File: src/rtl/equiv_mismatch_monitor.sv
// Equivalence monitor: compares paired implementation outputs after a settle window,
// counts and captures miscompares. Define EQUIV_MON_ASSERT_EN to add a formal assertion.
module equiv_mismatch_monitor #(
   parameter int unsigned WIDTH  = 91,
   parameter int unsigned SETTLE = 2,
   parameter int unsigned CNT_W  = 16
) (
   input  logic             clk,
   input  logic             rst_n,
   input  logic             en,
   input  logic             clear,
   input  logic [WIDTH-1:0] y_1,
   input  logic [WIDTH-1:0] y_2,
   output logic             mismatch,
   output logic             first_valid,
   output logic [CNT_W-1:0] first_cycle,
   output logic [WIDTH-1:0] first_diff,
   output logic [CNT_W-1:0] mismatch_cnt,
   output logic [CNT_W-1:0] cycle_cnt,
   output logic             done
);

   localparam int unsigned      SC_W        = (SETTLE > 1) ? $clog2(SETTLE + 1) : 1;
   localparam logic [SC_W-1:0]  SETTLE_INIT = SC_W'(SETTLE);
   localparam logic [CNT_W-1:0] CNT_MAX     = '1;

   typedef enum logic [1:0] {S_SETTLE, S_COMPARE, S_DONE} state_t;

   state_t           state, state_nx;
   logic [SC_W-1:0]  settle_ctr, settle_nx;
   logic [CNT_W-1:0] cycle_nx, mcnt_nx, fcyc_nx;
   logic [WIDTH-1:0] fdiff_nx;
   logic             fvalid_nx, mm_nx, cmp;

   // Case inequality so X/Z differences are reported rather than masked.
   assign cmp  = (y_1 !== y_2);
   assign done = (state == S_DONE);

   always_comb begin
      state_nx  = state;
      settle_nx = settle_ctr;
      cycle_nx  = cycle_cnt;
      mcnt_nx   = mismatch_cnt;
      fvalid_nx = first_valid;
      fcyc_nx   = first_cycle;
      fdiff_nx  = first_diff;
      mm_nx     = 1'b0;
      if (clear) begin
         state_nx  = S_SETTLE;
         settle_nx = SETTLE_INIT;
         cycle_nx  = '0;
         mcnt_nx   = '0;
         fvalid_nx = 1'b0;
         fcyc_nx   = '0;
         fdiff_nx  = '0;
      end else begin
         case (state)
            S_SETTLE: begin
               // The edge that takes the counter from 1 to 0 (or sees 0) also enters COMPARE.
               if (settle_ctr <= SC_W'(1)) begin
                  settle_nx = '0;
                  state_nx  = S_COMPARE;
               end else begin
                  settle_nx = settle_ctr - 1'b1;
               end
            end
            S_COMPARE: begin
               if (en) begin
                  mm_nx = cmp;
                  if (cmp) begin
                     if (mismatch_cnt != CNT_MAX) mcnt_nx = mismatch_cnt + 1'b1;
                     if (!first_valid) begin
                        fvalid_nx = 1'b1;
                        fcyc_nx   = cycle_cnt;
                        fdiff_nx  = y_1 ^ y_2;
                     end
                  end
                  if (cycle_cnt != CNT_MAX) cycle_nx = cycle_cnt + 1'b1;
                  if (cycle_nx == CNT_MAX) state_nx = S_DONE;
               end
            end
            S_DONE: ;
            default: state_nx = S_SETTLE;
         endcase
      end
   end

   always_ff @(posedge clk or negedge rst_n) begin
      if (!rst_n) begin
         state        <= S_SETTLE;
         settle_ctr   <= SETTLE_INIT;
         cycle_cnt    <= '0;
         mismatch_cnt <= '0;
         first_valid  <= 1'b0;
         first_cycle  <= '0;
         first_diff   <= '0;
         mismatch     <= 1'b0;
      end else begin
         state        <= state_nx;
         settle_ctr   <= settle_nx;
         cycle_cnt    <= cycle_nx;
         mismatch_cnt <= mcnt_nx;
         first_valid  <= fvalid_nx;
         first_cycle  <= fcyc_nx;
         first_diff   <= fdiff_nx;
         mismatch     <= mm_nx;
      end
   end

`ifdef EQUIV_MON_ASSERT_EN
   always_ff @(posedge clk) begin
      if (rst_n && !clear)
         assert (!(state == S_COMPARE && en && (y_1 !== y_2)));
   end
`else
`endif

endmodule

File: config.mk
export PLATFORM = sky130hd
export DESIGN_NAME = equiv_mismatch_monitor
export DESIGN_NICKNAME = d
export VERILOG_FILES = /design/src/rtl/equiv_mismatch_monitor.sv
export SDC_FILE = /design/constraint.sdc
export NUM_CORES = 1
export LEC_CHECK = 0
export BUFFER_PORTS_ARGS = -buffer_cell sky130_fd_sc_hd__buf_4
export CAP_MARGIN = 10
export CORE_ASPECT_RATIO = 1.75
export CORE_UTILIZATION = 40
export CTS_CLUSTER_DIAMETER = 50
export CTS_CLUSTER_SIZE = 24
export DETAILED_ROUTE_END_ITERATION = 10
export HOLD_SLACK_MARGIN = 0.06
export PLACE_DENSITY = 0.7
export SKIP_CTS_REPAIR_TIMING = 1
export SLEW_MARGIN = 10
export SYNTH_ARGS = -nofsm -noshare
export SYNTH_HDL_FRONTEND = slang
export SYNTH_SLANG_ARGS = --single-unit
File: constraint.sdc
create_clock -name clk -period 6.4 [get_ports clk]
set_input_delay 0.32 -clock clk [delete_from_list [all_inputs] [get_ports clk]]
set_output_delay 0.32 -clock clk [all_outputs]
set_load 0.02 [all_outputs]
# Word level (Yosys, flattened, before mapping)
# Cells that the tools add are included.
[op_classes]
n_addsub = 3
mux = 37
n_eq_ne = 11
order_cmp = 1
reduce_logical = 11
n_bitwise = 1
[ops]
columns = ["cell", "n"]
rows = [
  ["91-bit two-way mux", 5],
  ["16-bit two-way mux", 17],
  ["91-bit case inequality test", 1],
  ["91-bit bitwise XOR", 1],
  ["16-bit by 1-bit adder with 16-bit output (second input constant)", 2],
  ["16-bit inequality test (second input constant)", 2],
  ["16-bit == test (second input constant)", 1],
  ["2-bit two-way mux", 7],
  ["4-bit AND reduction", 3],
  ["2-bit nonzero test", 5],
  ["3-bit inequality test (second input constant)", 3],
  ["1-bit two-way mux", 7],
  ["2-bit case mux with 3 select lines", 1],
  ["2-bit inequality test (second input constant)", 2],
  ["3-bit AND reduction", 1],
  ["2-bit by 1-bit == test with 1-bit output (second input constant)", 1],
  ["2-bit == test (second input constant)", 1],
  ["2-bit by 1-bit <= comparator with 1-bit output (second input constant)", 1],
  ["2-bit logical NOT", 1],
  ["2-bit AND reduction", 1],
  ["2-bit by 1-bit subtractor with 2-bit output (second input constant)", 1],
]
[totals]
output_inout_bits = 142
regBits = 145

# Depth between registers and ports, before layout
[logic_depth]
ltp_word = 10
depth_mapped = 10
ltp_nobuf = 9

# Worst setup path after synthesis
# OpenSTA, ideal clock, no wires.
[synth_timing]
path_kind = "flip-flop to flip-flop"
from = "reg cycle_cnt[1]"
to = "reg state[0]"
setup_time_ns = 0.111
period_less_slack_ns = 2.825
stages_incl_launch_ff = 10
path_slack_ns = 3.575
arrival_ns = 2.714
required_ns = 6.289
cell_sequence = "dfrtp_1 -> ha_1 -> nand3_2 -> nor3_2 -> nand2_1 -> or4_1 -> and4_4 -> nor4_4 -> nor3b_1 -> a2111oi_2"
[synth_via]
elab_chain_len = 8
[synth_rtl]
columns = ["element", "line", "rtl"]
rows = [
  ["from (decl)", "19", "output logic [CNT_W-1:0] cycle_cnt,"],
  ["from (signal assigned)", "101", "cycle_cnt <= cycle_nx;"],
  ["16-bit by 1-bit adder with 16-bit output / 16-bit inequality test (equally long branches)", "78", "if (cycle_cnt != CNT_MAX) cycle_nx = cycle_cnt + 1'b1;"],
  ["16-bit two-way mux (*)", "78", ""],
  ["16-bit two-way mux (*)", "68", "if (en) begin"],
  ["16-bit two-way mux (*)", "57", "case (state)"],
  ["16-bit two-way mux (*)", "48", "if (clear) begin"],
  ["16-bit == test (*)", "79", "if (cycle_nx == CNT_MAX) state_nx = S_DONE;"],
  ["3-bit inequality test (no source line) (*)", "--", ""],
  ["4-bit AND reduction (no source line) (*)", "--", ""],
  ["to (signal assigned)", "99", "state <= state_nx;"],
  ["to (decl)", "29", "state_t state, state_nx;"],
]
# Mark *: on every way between the ends. The rest lies on a longest branch, timed or not. The select of a mux whose other input is x is not followed.
# A chain may end at the register's enable or synchronous reset.

# Worst setup path in the final report
[layout_timing]
from = "reg cycle_cnt[0]"
to = "reg state[0]"
# Same word-level chain as after synthesis.

==> results.json <==
{
  "syn_nets": 912,
  "insertion_delay_ps": 420,
  "cts-htree-levels": 4,
  "clock_path_buffers": 2,
  "ys_seq_area_frac": 0.498,
  "dieWidth_um": 104,
  "clk_pin_slew_worst_paths_ps": 60,
  "netlist_area_sq_um": 7290,
  "fin_crit_ps": 3280,
  "path_class": "flop to flop",
  "yosys-top-cells-area": "dfrtp_1 49%, xnor2_1 12%, a211oi_1 9.4%, nor2_1 6.9%, mux2i_1 2.5%",
  "synth-edff-count": 0,
  "nFillCells": 1617,
  "critPathMaxStageDelay_ps": 560,
  "finalMaxSlewViolations": 0,
  "antenna_found_initial": 0,
  "fin_nets": 1214,
  "io_pins": 328,
  "p_seq_frac": 0.405,
  "slew_headroom": 0.246,
  "num_rows": 65,
  "ys.flop_type": "dfrtp_1",
  "ys_async_sr_fraction": 1.00,
  "ir_worst_vdd_uv": 159,
  "grt_pass1_wl_um": 36200,
  "drt_first_iter_violations": 297,
  "switchingPower_uw": 687,
  "track_usage": 0.254,
  "start_util": 0.406,
  "gp_congestion": 0.858,
  "cp-start-kind": "flop",
  "slowest_stage": "dfrtp_1",
  "clkPwrFrac": 0.404,
  "core-area_sq_um": 18000,
  "syn_inst": 724,
  "whs_path_depth": 3,
  "viasPerCell": 5.24,
  "layout_common_cells": "330 x buf_4, 144 x dfrtp_1, 133 x nor2_1",
  "skew_ps": 13.2,
  "internal_power_uw": 1770,
  "hold_viol_final": 0,
  "crit_path_cell_trace": "ha_1 > nand3_2 > nor3_2 > nand2_1 > or4_1 > and4_4 > nor4_4 > nor3b_1 > a2111oi_2",
  "wire_per_inst_um": 18.6,
  "register_area_sq_um": 3630,
  "hpwlAfterDp_um": 18200,
  "fin_setup_tns_ps": 0,
  "worst_ep_required_time_ps": 6700,
  "rsz0062_at_grt": "no",
  "die_h_um": 181,
  "ys_types": 55,
  "first_global_vias": 6394,
  "fin_hold_ws_ps": 208,
  "yosys_warnings": 0,
  "cts_tree": "done",
  "drive_gt1_frac": 0.364,
  "p_leak_uw": 0.00474,
  "firstDrtPassIters": 4,
  "critPathMaxFanout": 9,
  "final-setup-viol-count": 0,
  "final_common_cell": "buf_4",
  "multiInputGateArea_sq_um": 3440,
  "grt.overflow.total": 0,
  "root_buffer": "clkbuf_16",
  "cts_buffers": 17,
  "portBuffers": 327,
  "fmax_mhz": 305,
  "worst_setup_path_end_kind": "flop",
  "hp-class": "primary input to flop",
  "syn_area_per_cell_sq_um": 10.1,
  "combPwrFrac": 0.191,
  "antenna_cells": 0,
  "outcome": "completed",
  "worst_pin_slew_ps": 1130,
  "grt_max_degree": 123,
  "ys_ff_latch": 145,
  "drt.antenna.violating_nets": 0,
  "wirelength_um": 23600,
  "post-route-period-util": 0.512,
  "die_area_sq_um": 18800,
  "synth.top_cell.area_share": 0.494,
  "cts.sinks": 145,
  "drc": 0,
  "synth_top_area_cell": "dfrtp_1",
  "reg2regPathDepth": 9,
  "switching_share": 0.280,
  "critical_path_arrival_ps": 3580,
  "power_density_nw_per_um2": 235,
  "syn2layout_area_growth_pct": 43.6,
  "num_vias": 6676,
  "max-cap-violations": 0
}
==> per-stage QoR <==
step | setup WS, ps | utilization | cells | power, uW | cell area (sq um)
global placement | 3190 | 0.549 | 1240 | 1480 | 9870
finish | 3120 | 0.582 | 1273 | 2460 | 10500
global route | 2880 | 0.582 | 1273 | 2560 | 10500
floorplan | 3580 | - | 724 | 1230 | 7290
CTS | 3150 | 0.582 | 1272 | 2480 | 10500
detailed placement | 3080 | 0.549 | 1240 | 1490 | 9870
==> routing by layer <==
layer  vias to the layer above  wire, um  global-route usage
met5                         -         0                   0
met4                         0       602              0.0994
met3                        29      1060              0.0467
met2                       240     13000               0.464
met1                      3244      8930               0.291
li1                       3163         -                   -
==> state kept, by name, summed over array words and instances, names as in the netlist <==
name,flops
first_diff,91
cycle_cnt,16
first_cycle,16
mismatch_cnt,16
settle_ctr,2
state,2
first_valid,1
mismatch,1
==> critical path, delay by kind of cell (launching register included) <==
kind            cells  cell delay (ps)
compound gates      1              340
fa+ha+maj           1              330
flops               1              560
simple gates        7             1940
==> path summary, 6_finish.rpt <==
check / startpoint / end / slack, ps
setup / recovery: cycle_cnt[0] / state[0] / 3120
hold / removal: y_1[74] / first_diff[74] / 210
setup reg to reg: cycle_cnt[0] / state[0] / 3120
hold reg to reg: settle_ctr[1] / settle_ctr[1] / 510
max in group asynchronous: rst_n / first_diff[41] / 4600
min in group asynchronous: rst_n / first_cycle[9] / 530
==> logic make-up (layout without fill, tap and decap cells) <==
kind of cell    after synthesis  after routing  synth area share
fa+ha+maj                     2              2           0.00343
buf+inv                      54            369            0.0316
simple gates                256            256             0.173
mux                          19             19            0.0263
xor+xnor                    106            106             0.127
compound gates              142            142             0.140
flops                       145            145             0.498
==> cell usage after synthesis, types with 10 or more instances <==
cell type,number
dfrtp_1,144
nor2_1,134
xnor2_1,96
a211oi_1,91
clkbuf_1,40
nand4_1,28
nand2_1,20
mux2i_1,18
nand3_1,18
a21oi_1,12
o21ai_0,10
xor2_1,10
==> final cells by class <==
class,instances,area share
Multi-Input combinational cell,525,0.328
Clock buffer,20,0.0436
Tap cell,234,0.0280
Timing Repair Buffer,332,0.239
Clock inverter,12,0.0126
Inverter,5,0.00179
Sequential cell,145,0.347
==> power by group through the flow <==
stage	clock network (uW)	registers, uW	logic (uW)
5_1_grt	1050	1000	505
3_5_place_dp	0	1010	475
3_3_place_gp	0	1010	471
2_1_floorplan	0	1060	173
4_1_cts	1010	995	476
6_report	992	995	469
Note: power is estimated with default switching activity, not from simulation.
